==> config.mk <==
export PLATFORM = sky130hd
export DESIGN_NAME = pong_match_sequencer
export DESIGN_NICKNAME = d
export VERILOG_FILES = /design/src/rtl/pong_match_sequencer.sv
export SDC_FILE = /design/constraint.sdc
export NUM_CORES = 1
export LEC_CHECK = 0
export ABC_AREA = 1
export CAP_MARGIN = 5
export CORE_ASPECT_RATIO = 0.5
export CORE_MARGIN = 4
export CORE_UTILIZATION = 51
export CTS_CLUSTER_DIAMETER = 30
export DETAILED_ROUTE_END_ITERATION = 10
export PLACE_DENSITY = 0.8
export SLEW_MARGIN = 20
export SYNTH_ARGS = -nofsm -noshare
export SYNTH_HDL_FRONTEND = slang
export SYNTH_SLANG_ARGS = --single-unit
==> constraint.sdc <==
create_clock -name GAME_CLK -period 1.4 [get_ports GAME_CLK]
set_input_delay 0.42 -clock GAME_CLK [delete_from_list [all_inputs] [get_ports GAME_CLK]]
set_output_delay 0.42 -clock GAME_CLK [all_outputs]
set_load 0.005 [all_outputs]
==> src/rtl/pong_match_sequencer.sv <==
// Match-level sequencer for Pong: paces game ticks from video frames and walks a match through
// attract, serve, play, point pause and game-over, watching the datapath scores for points.
module pong_match_sequencer #(
    parameter int unsigned TICK_FRAMES  = 2,
    parameter int unsigned SERVE_FRAMES = 60,
    parameter int unsigned POINT_FRAMES = 90,
    parameter int unsigned BLINK_FRAMES = 16,
    parameter int unsigned WIN_SCORE    = 9
) (
    input  logic       GAME_CLK,
    input  logic       reset,
    input  logic       frame_start,
    input  logic       start_btn,
    input  logic [3:0] player_score,
    input  logic [3:0] com_score,
    output logic       game_tick,
    output logic       score_clear,
    output logic [2:0] state,
    output logic [1:0] winner,
    output logic       blink
);

    localparam logic [2:0] StIdle  = 3'd0;
    localparam logic [2:0] StServe = 3'd1;
    localparam logic [2:0] StPlay  = 3'd2;
    localparam logic [2:0] StPoint = 3'd3;
    localparam logic [2:0] StOver  = 3'd4;

    localparam logic [7:0] TickLast  = 8'(TICK_FRAMES - 1);
    localparam logic [7:0] ServeLast = 8'(SERVE_FRAMES - 1);
    localparam logic [7:0] PointLast = 8'(POINT_FRAMES - 1);
    localparam logic [7:0] BlinkLast = 8'(BLINK_FRAMES - 1);
    localparam logic [3:0] WinScore  = 4'(WIN_SCORE);

    logic [2:0] btn_sync_q;
    logic       start_ev_q, start_ev_d;
    logic [2:0] state_q, state_d;
    logic [7:0] frm_q, frm_d;
    logic [7:0] tick_q, tick_d;
    logic [3:0] ps_q, cs_q;
    logic       game_tick_q, game_tick_d;
    logic       score_clear_q, score_clear_d;
    logic [1:0] winner_q, winner_d;
    logic       blink_q, blink_d;
    logic       p_chg, c_chg;

    // [0],[1] form the synchronizer; [2] delays it once more for falling-edge detection
    assign start_ev_d = btn_sync_q[2] & ~btn_sync_q[1];
    assign p_chg      = (player_score != ps_q);
    assign c_chg      = (com_score != cs_q);

    always_comb begin
        state_d       = state_q;
        frm_d         = frm_q + {7'd0, frame_start};
        tick_d        = tick_q;
        game_tick_d   = 1'b0;
        score_clear_d = 1'b0;
        winner_d      = winner_q;
        blink_d       = blink_q;
        case (state_q)
            StIdle, StOver: begin
                if (frame_start && (frm_q == BlinkLast)) begin
                    blink_d = ~blink_q;
                    frm_d   = 8'd0;
                end
                if (start_ev_q) begin
                    state_d       = StServe;
                    score_clear_d = 1'b1;
                    winner_d      = 2'b00;
                    frm_d         = 8'd0;
                end
            end
            StServe: begin
                if (frame_start && (frm_q == ServeLast)) begin
                    state_d = StPlay;
                    frm_d   = 8'd0;
                    tick_d  = 8'd0;
                end
            end
            StPlay: begin
                // A point outranks a coincident frame: no tick is issued on the way out
                if (p_chg || c_chg) begin
                    frm_d = 8'd0;
                    if (p_chg && (player_score == WinScore)) begin
                        winner_d = 2'b01;
                        state_d  = StOver;
                    end else if (c_chg && (com_score == WinScore)) begin
                        winner_d = 2'b10;
                        state_d  = StOver;
                    end else begin
                        state_d = StPoint;
                    end
                end else if (frame_start) begin
                    if (tick_q == TickLast) begin
                        game_tick_d = 1'b1;
                        tick_d      = 8'd0;
                    end else begin
                        tick_d = tick_q + 8'd1;
                    end
                end
            end
            StPoint: begin
                if (frame_start && (frm_q == PointLast)) begin
                    state_d = StServe;
                    frm_d   = 8'd0;
                end
            end
            default: begin
                state_d = StIdle;
                frm_d   = 8'd0;
            end
        endcase
    end

    always_ff @(posedge GAME_CLK or negedge reset) begin
        if (!reset) begin
            btn_sync_q    <= 3'b111;
            start_ev_q    <= 1'b0;
            state_q       <= StIdle;
            frm_q         <= 8'd0;
            tick_q        <= 8'd0;
            ps_q          <= 4'd0;
            cs_q          <= 4'd0;
            game_tick_q   <= 1'b0;
            score_clear_q <= 1'b0;
            winner_q      <= 2'b00;
            blink_q       <= 1'b0;
        end else begin
            btn_sync_q    <= {btn_sync_q[1:0], start_btn};
            start_ev_q    <= start_ev_d;
            state_q       <= state_d;
            frm_q         <= frm_d;
            tick_q        <= tick_d;
            ps_q          <= player_score;
            cs_q          <= com_score;
            game_tick_q   <= game_tick_d;
            score_clear_q <= score_clear_d;
            winner_q      <= winner_d;
            blink_q       <= blink_d;
        end
    end

    assign game_tick   = game_tick_q;
    assign score_clear = score_clear_q;
    assign state       = state_q;
    assign winner      = winner_q;
    assign blink       = blink_q;

endmodule

==> results.cfg, run 1 <==
[finish]
nFillCells = 185
final_nets = 330
drive_gt1_share_pct = 42.5
final_common_cell = nand2_1
multi_input_area_sq_um = 1130
final_cell_mix = 56 x nand2_1, 36 x buf_4, 32 x dfrtp_1, 27 x inv_1, 19 x nand2_2
n_antenna_cell = 0
seq_area_sq_um = 906
area_growth_pct = 48.5
post-route-util_pct = 81.6

[critical_path]
crit_fanout = 4
arrival_ns = 1.89
critPathKind = flop to flop
critPathCaptureType = flop
startpoint_type = flop
path_cells = nand2_1, nor2_1, nand4_1, nand2_1, nand2_2, buf_4, nor2_2, nand2_1, nand2_1
cpMostUsedCell = nand2_1
cpPeakStageDelay_ns = 0.43
required_ns = 1.64
worst_path_max_delay_cell = dfrtp_1

[clock_network]
path_clk_slew_ns = 0.08
cts_root_buffer = clkbuf_8
clockBufferDepth = 2
cts_hold_buf = 0
cts.sinks = 36
cts_tree = done
h-tree-depth = 2
cts_buffers = 5
clock_latency_ns = 0.30

[floorplan]
core-area_sq_um = 3570
boundaryPins = 20
chipHeight_microns = 51.8
rows = 15
start_util_pct = 55.0
dieArea_sq_um = 4960
die_w_microns = 95.7

[timing]
fin_crit_sh_pct = 118
fin_crit_ns = 1.66
fmax_mhz = 604
finalSetupViolCount = 24
finClkSkew_ns = 0.00830
slew_headroom_pct = 80.6
tns_ns = -3.77
fin_ws_ns = -0.256
hold_viol = 0
worst_pin_slew_ns = 0.292
maxSlewViolCount = 0
rsz0062_at_grt = true

[route]
drt_iter0_drc = 203
dr.pass1.iters = 6
drc = 0
final_antenna_net_count = 0
wirelength_microns = 6640
vias = 2035
viasPerCell = 5.56
wire_per_inst_microns = 18.1

[status]
status = complete, but fails checks
violations = negative setup slack

[synthesis]
synth_top_area_share_pct = 42.1
yosys-top-cells-area = dfrtp_1 42%, nand2_1 14%, inv_1 5.9%
syn_nets = 259
yosys_warnings = 0
synth.avg_cell_area_sq_um = 8.07
synthDistinctLibCells = 29
synth_cells = 243
synth.yosys.seq_area_share_pct = 46.1
ys_ff_latch = 36
yosysTopAreaCell = dfrtp_1
syn_area_sq_um = 1960

[power]
leakage_nw = 1.45
ir_worst_vdd_mv = 0.856
totalPowerFinal_mw = 4.39
p_per_area_nw_per_um2 = 1510

[global_route]
overflow = 0
antenna_found_initial = 0
grt_pass1_wl_microns = 8680
grt_max_degree = 37
grt_pass1_vias = 1893
track_usage_pct = 23.0

[place]
hpwl_microns = 3070
gp_congestion = 0.907
port_buffers = 19

[hold_path]
min_path_type = input port to flop

[run]
cap_viol_max_count = 0
## cells in the mapped netlist (all sizes together)
cell type	n
a31oi	6
buf	2
nand3	13
xor2	6
dfstp	3
or2	4
xnor2	3
nand3b	4
a21oi	2
nor2	27
nand4	6
a22oi	1
inv	36
o21ai	9
and2	1
dfrtp	33
nor3	3
ha	4
nand2	80
## where the power goes
part / internal (mW) / switching, mW / total, mW
registers: 1.17 / 0.111 / 1.28
logic: 0.931 / 1.39 / 2.32
clock network: 0.400 / 0.400 / 0.800
## critical path, delay by kind of cell, from the launching register on
kind | cells | cell delay, ns
AND/OR/NAND/NOR | 8 | 1.00
flip-flops | 1 | 0.43
buffers and inverters | 1 | 0.16
## registers in the layout (all words and copies together) (netlist names), 2 cells and up
signal,count
btn_sync_q,3
winner,2
tick_q,8
ps_q,4
state,3
cs_q,4
frm_q,8
## routing by layer
metal  global-route usage, %  routed length (microns)  vias to the layer above
li1                        -                        -                      912
met1                    27.8                     2640                      953
met2                    40.4                     3120                      130
met3                    5.49                      553                       40
met4                    8.49                      324                        0
met5                       0                        0                        -
## cells by family after synthesis
family,Yosys count,synth area share (%)
buffers and inverters,38,7.85
AO/OA/AOI/OAI,18,6.89
AND/OR/NAND/NOR,138,32.5
flip-flops,36,46.1
XOR/XNOR,9,4.02
adder cells (fa/ha/maj),4,2.55
## per-stage QoR
stage | std cells | setup WS [ns] | hold slack, ns | area [sq um]
2_1_floorplan | 243 | -0.0132 | 0.124 | 1980
3_3_place_gp | 341 | -0.625 | 0.346 | 2450
3_5_place_dp | 341 | -0.683 | 0.350 | 2450
4_1_cts | 361 | -0.0530 | 0.362 | 2750
5_1_grt | 366 | -0.325 | 0.265 | 2910
6_report | 366 | -0.256 | 0.262 | 2910
## final timing paths
kind | from | to | slack [ns] | depth (start not counted)
worst max-delay path | frm_q[1] | state[1] | -0.26 | 9
worst min-delay path | com_score[1] | cs_q[1] | 0.26 | 1
worst max register to register | frm_q[1] | state[1] | -0.26 | 9
worst min register to register | btn_sync_q[0] | btn_sync_q[1] | 0.37 | 0
max in group asynchronous | reset | btn_sync_q[1] | 0.66 | 2
min in group asynchronous | reset | cs_q[3] | 0.48 | 2
## final cells by class
cell class                      count  share of cell area [%]
Clock buffer                        7                    2.97
Clock inverter                      1                   0.258
Timing Repair Buffer               65                    19.2
Inverter                           36                    5.33
Tap cell                           51                    2.19
Sequential cell                    36                    31.1
Multi-Input combinational cell    170                    38.9
## repair_timing
item | 4_1_cts | 5_1_grt
setup buffers | 11 | 5
setup endpoints to repair | 31 | 26
cloned | 1 | 0
gates resized for setup | 54 | 41
pin swaps | 14 | 20
endpoints found under the hold margin | 0 | 0
(Power assumes the default switching activity.)
==> inputs of run 2 (changes only) <==
--- a/config.mk
+++ b/config.mk
@@ -17,3 +17,4 @@
 export SYNTH_ARGS = -nofsm -noshare
 export SYNTH_HDL_FRONTEND = slang
 export SYNTH_SLANG_ARGS = --single-unit
+export TNS_END_PERCENT = 100
==> results of run 2 <==
The final DEF is identical to that of run 1; final timing and power are the same.
==> inputs of run 3 (changes only) <==
--- a/config.mk
+++ b/config.mk
@@ -8,7 +8,6 @@
 export ABC_AREA = 1
 export CAP_MARGIN = 5
 export CORE_ASPECT_RATIO = 0.5
-export CORE_MARGIN = 4
 export CORE_UTILIZATION = 51
 export CTS_CLUSTER_DIAMETER = 30
 export DETAILED_ROUTE_END_ITERATION = 10
==> results.cfg, run 3 (synthesis gave the netlist of run 1 again) <==
[place]
gp_congestion = 0.853
hpwl_microns = 3110
port_buffers = 19

[run]
cap_viol_max_count = 0

[finish]
drive_gt1_share_pct = 43.2
area_growth_pct = 47.7
final_cell_mix = 46 x nand2_1, 37 x buf_4, 33 x dfrtp_1, 29 x nand2_2, 28 x inv_1
final_nets = 332
final_common_cell = nand2_1
n_antenna_cell = 0
largestRegisters = frm_q (8), tick_q (8)
post-route-util_pct = 81.7

[global_route]
grt_pass1_wl_microns = 9070
antenna_found_initial = 0
grt_max_degree = 37
grt_pass1_vias = 2031
overflow = 0
track_usage_pct = 31.0

[route]
viasPerCell = 5.83
drc = 0
met2_length_microns = 3290
final_antenna_net_count = 0
dr.pass1.iters = 5
drt_iter0_drc = 194
wire_per_inst_microns = 18.9
top_layer_used = met4
wl_met1_microns = 2630
met3_length_microns = 545
vias = 2146
wirelength_microns = 6960

[timing]
maxSlewViolCount = 0
finalSetupViolCount = 24
slew_headroom_pct = 79.7
tns_ns = -3.93
fin_crit_sh_pct = 119
hold_viol = 0
fin_ws_ns = -0.259
finClkSkew_ns = 0.0132
worst_pin_slew_ns = 0.304
rsz0062_at_grt = true
fmax_mhz = 603
fin_crit_ns = 1.66

[floorplan]
boundaryPins = 20
dieArea_sq_um = 4110
rows = 15
die_w_microns = 89.7
chipHeight_microns = 45.8
start_util_pct = 55.3
core-area_sq_um = 3550

[status]
status = complete, but fails checks
violations = negative setup slack

[critical_path]
required_ns = 1.60
startpoint_type = flop
cpMostUsedCell = nand2_2
critPathKind = flop to flop
crit_fanout = 8
arrival_ns = 1.86
cp_num_buf_inv = 0
cp_top_family = simple AND/OR/NAND/NOR gates
critPathCaptureType = flop
worst_path_max_delay_cell = dfrtp_1
path_cells = nand2_1, nand2_2, nor2_2, nand2_2, nor2_4, nand2_2, nand2_4, nand2_8, nand2_2, o21ai_2
cpPeakStageDelay_ns = 0.41

[hold_path]
min_path_type = input port to flop

[clock_network]
cts_hold_buf = 0
path_clk_slew_ns = 0.09
clock_latency_ns = 0.32
h-tree-depth = 2
cts_buffers = 5
cts_tree = done
clockBufferDepth = 2
cts_root_buffer = clkbuf_8
cts.sinks = 36

[power]
p_per_area_nw_per_um2 = 1590
p_sw_share_pct = 43.6
p_switching_mw = 2.01
seqPwrFrac_pct = 27.7
clkPwrFrac_pct = 17.5
ir_worst_vdd_mv = 0.722
leakage_nw = 1.44
p_int_mw = 2.60
comb_power_share_pct = 54.8
run 3: area by class of cell:
class | instances | area [sq um]
Multi-Input combinational cell | 170 | 1110
Tap cell | 51 | 63.8
Clock inverter | 3 | 18.8
Timing Repair Buffer | 67 | 576
Sequential cell | 36 | 905
Inverter | 36 | 155
Fill cell | 171 | 651
Clock buffer | 5 | 68.8
run 3: metal layers:
layer | vias to the layer above | track usage, %
met5 | - | 0
met4 | 0 | 24.8
li1 | 906 | -
met1 | 1028 | 32.6
met2 | 146 | 53.6
met3 | 66 | 9.42
run 3: final timing paths:
| check | startpoint | to | slack [ns] | depth (start not counted) |
|---|---|---|---|---|
| max in group asynchronous | reset | btn_sync_q[0] | 0.66 | 2 |
| min in group asynchronous | reset | state[1] | 0.48 | 2 |
| max reg2reg | ps_q[3] | tick_q[3] | -0.26 | 10 |
| min reg2reg | btn_sync_q[0] | btn_sync_q[1] | 0.37 | 0 |
| max | ps_q[3] | tick_q[3] | -0.26 | 10 |
| min | com_score[1] | cs_q[1] | 0.26 | 1 |
run 3: power groups by stage:
stage / combinational, mW / sequential [mW] / clock [mW]
2_1_floorplan: 0.845 / 1.30 / 0
3_3_place_gp: 1.38 / 1.30 / 0
3_5_place_dp: 1.44 / 1.30 / 0
4_1_cts: 2.02 / 1.25 / 0.749
5_1_grt: 2.69 / 1.29 / 0.835
6_report: 2.53 / 1.28 / 0.809
run 3: what timing repair did:
action,4_1_cts,5_1_grt
resized for setup,53,41
setup buffers,15,6
setup endpoints to repair,31,23
cloned,1,0
pin swaps,16,25
run 3: metrics by stage:
step                std cells  hold slack (ns)  total power [mW]  worst slack (ns)  area, sq um
detailed placement        339            0.353              2.74            -0.718         2440
global placement          339            0.347              2.67            -0.635         2440
global route              368            0.278              4.82            -0.543         2900
floorplan                 243            0.124              2.14           -0.0132         1980
finish                    368            0.264              4.62            -0.259         2900
CTS                       363            0.364              4.02           -0.0808         2750
run 3: worst register-to-register path, delay by kind of cell (launching register included):
family	cells	cell delay, ns
and+or+nand+nor	9	1.08
DFF	1	0.41
AOI/OAI and AO/OA	1	0.06
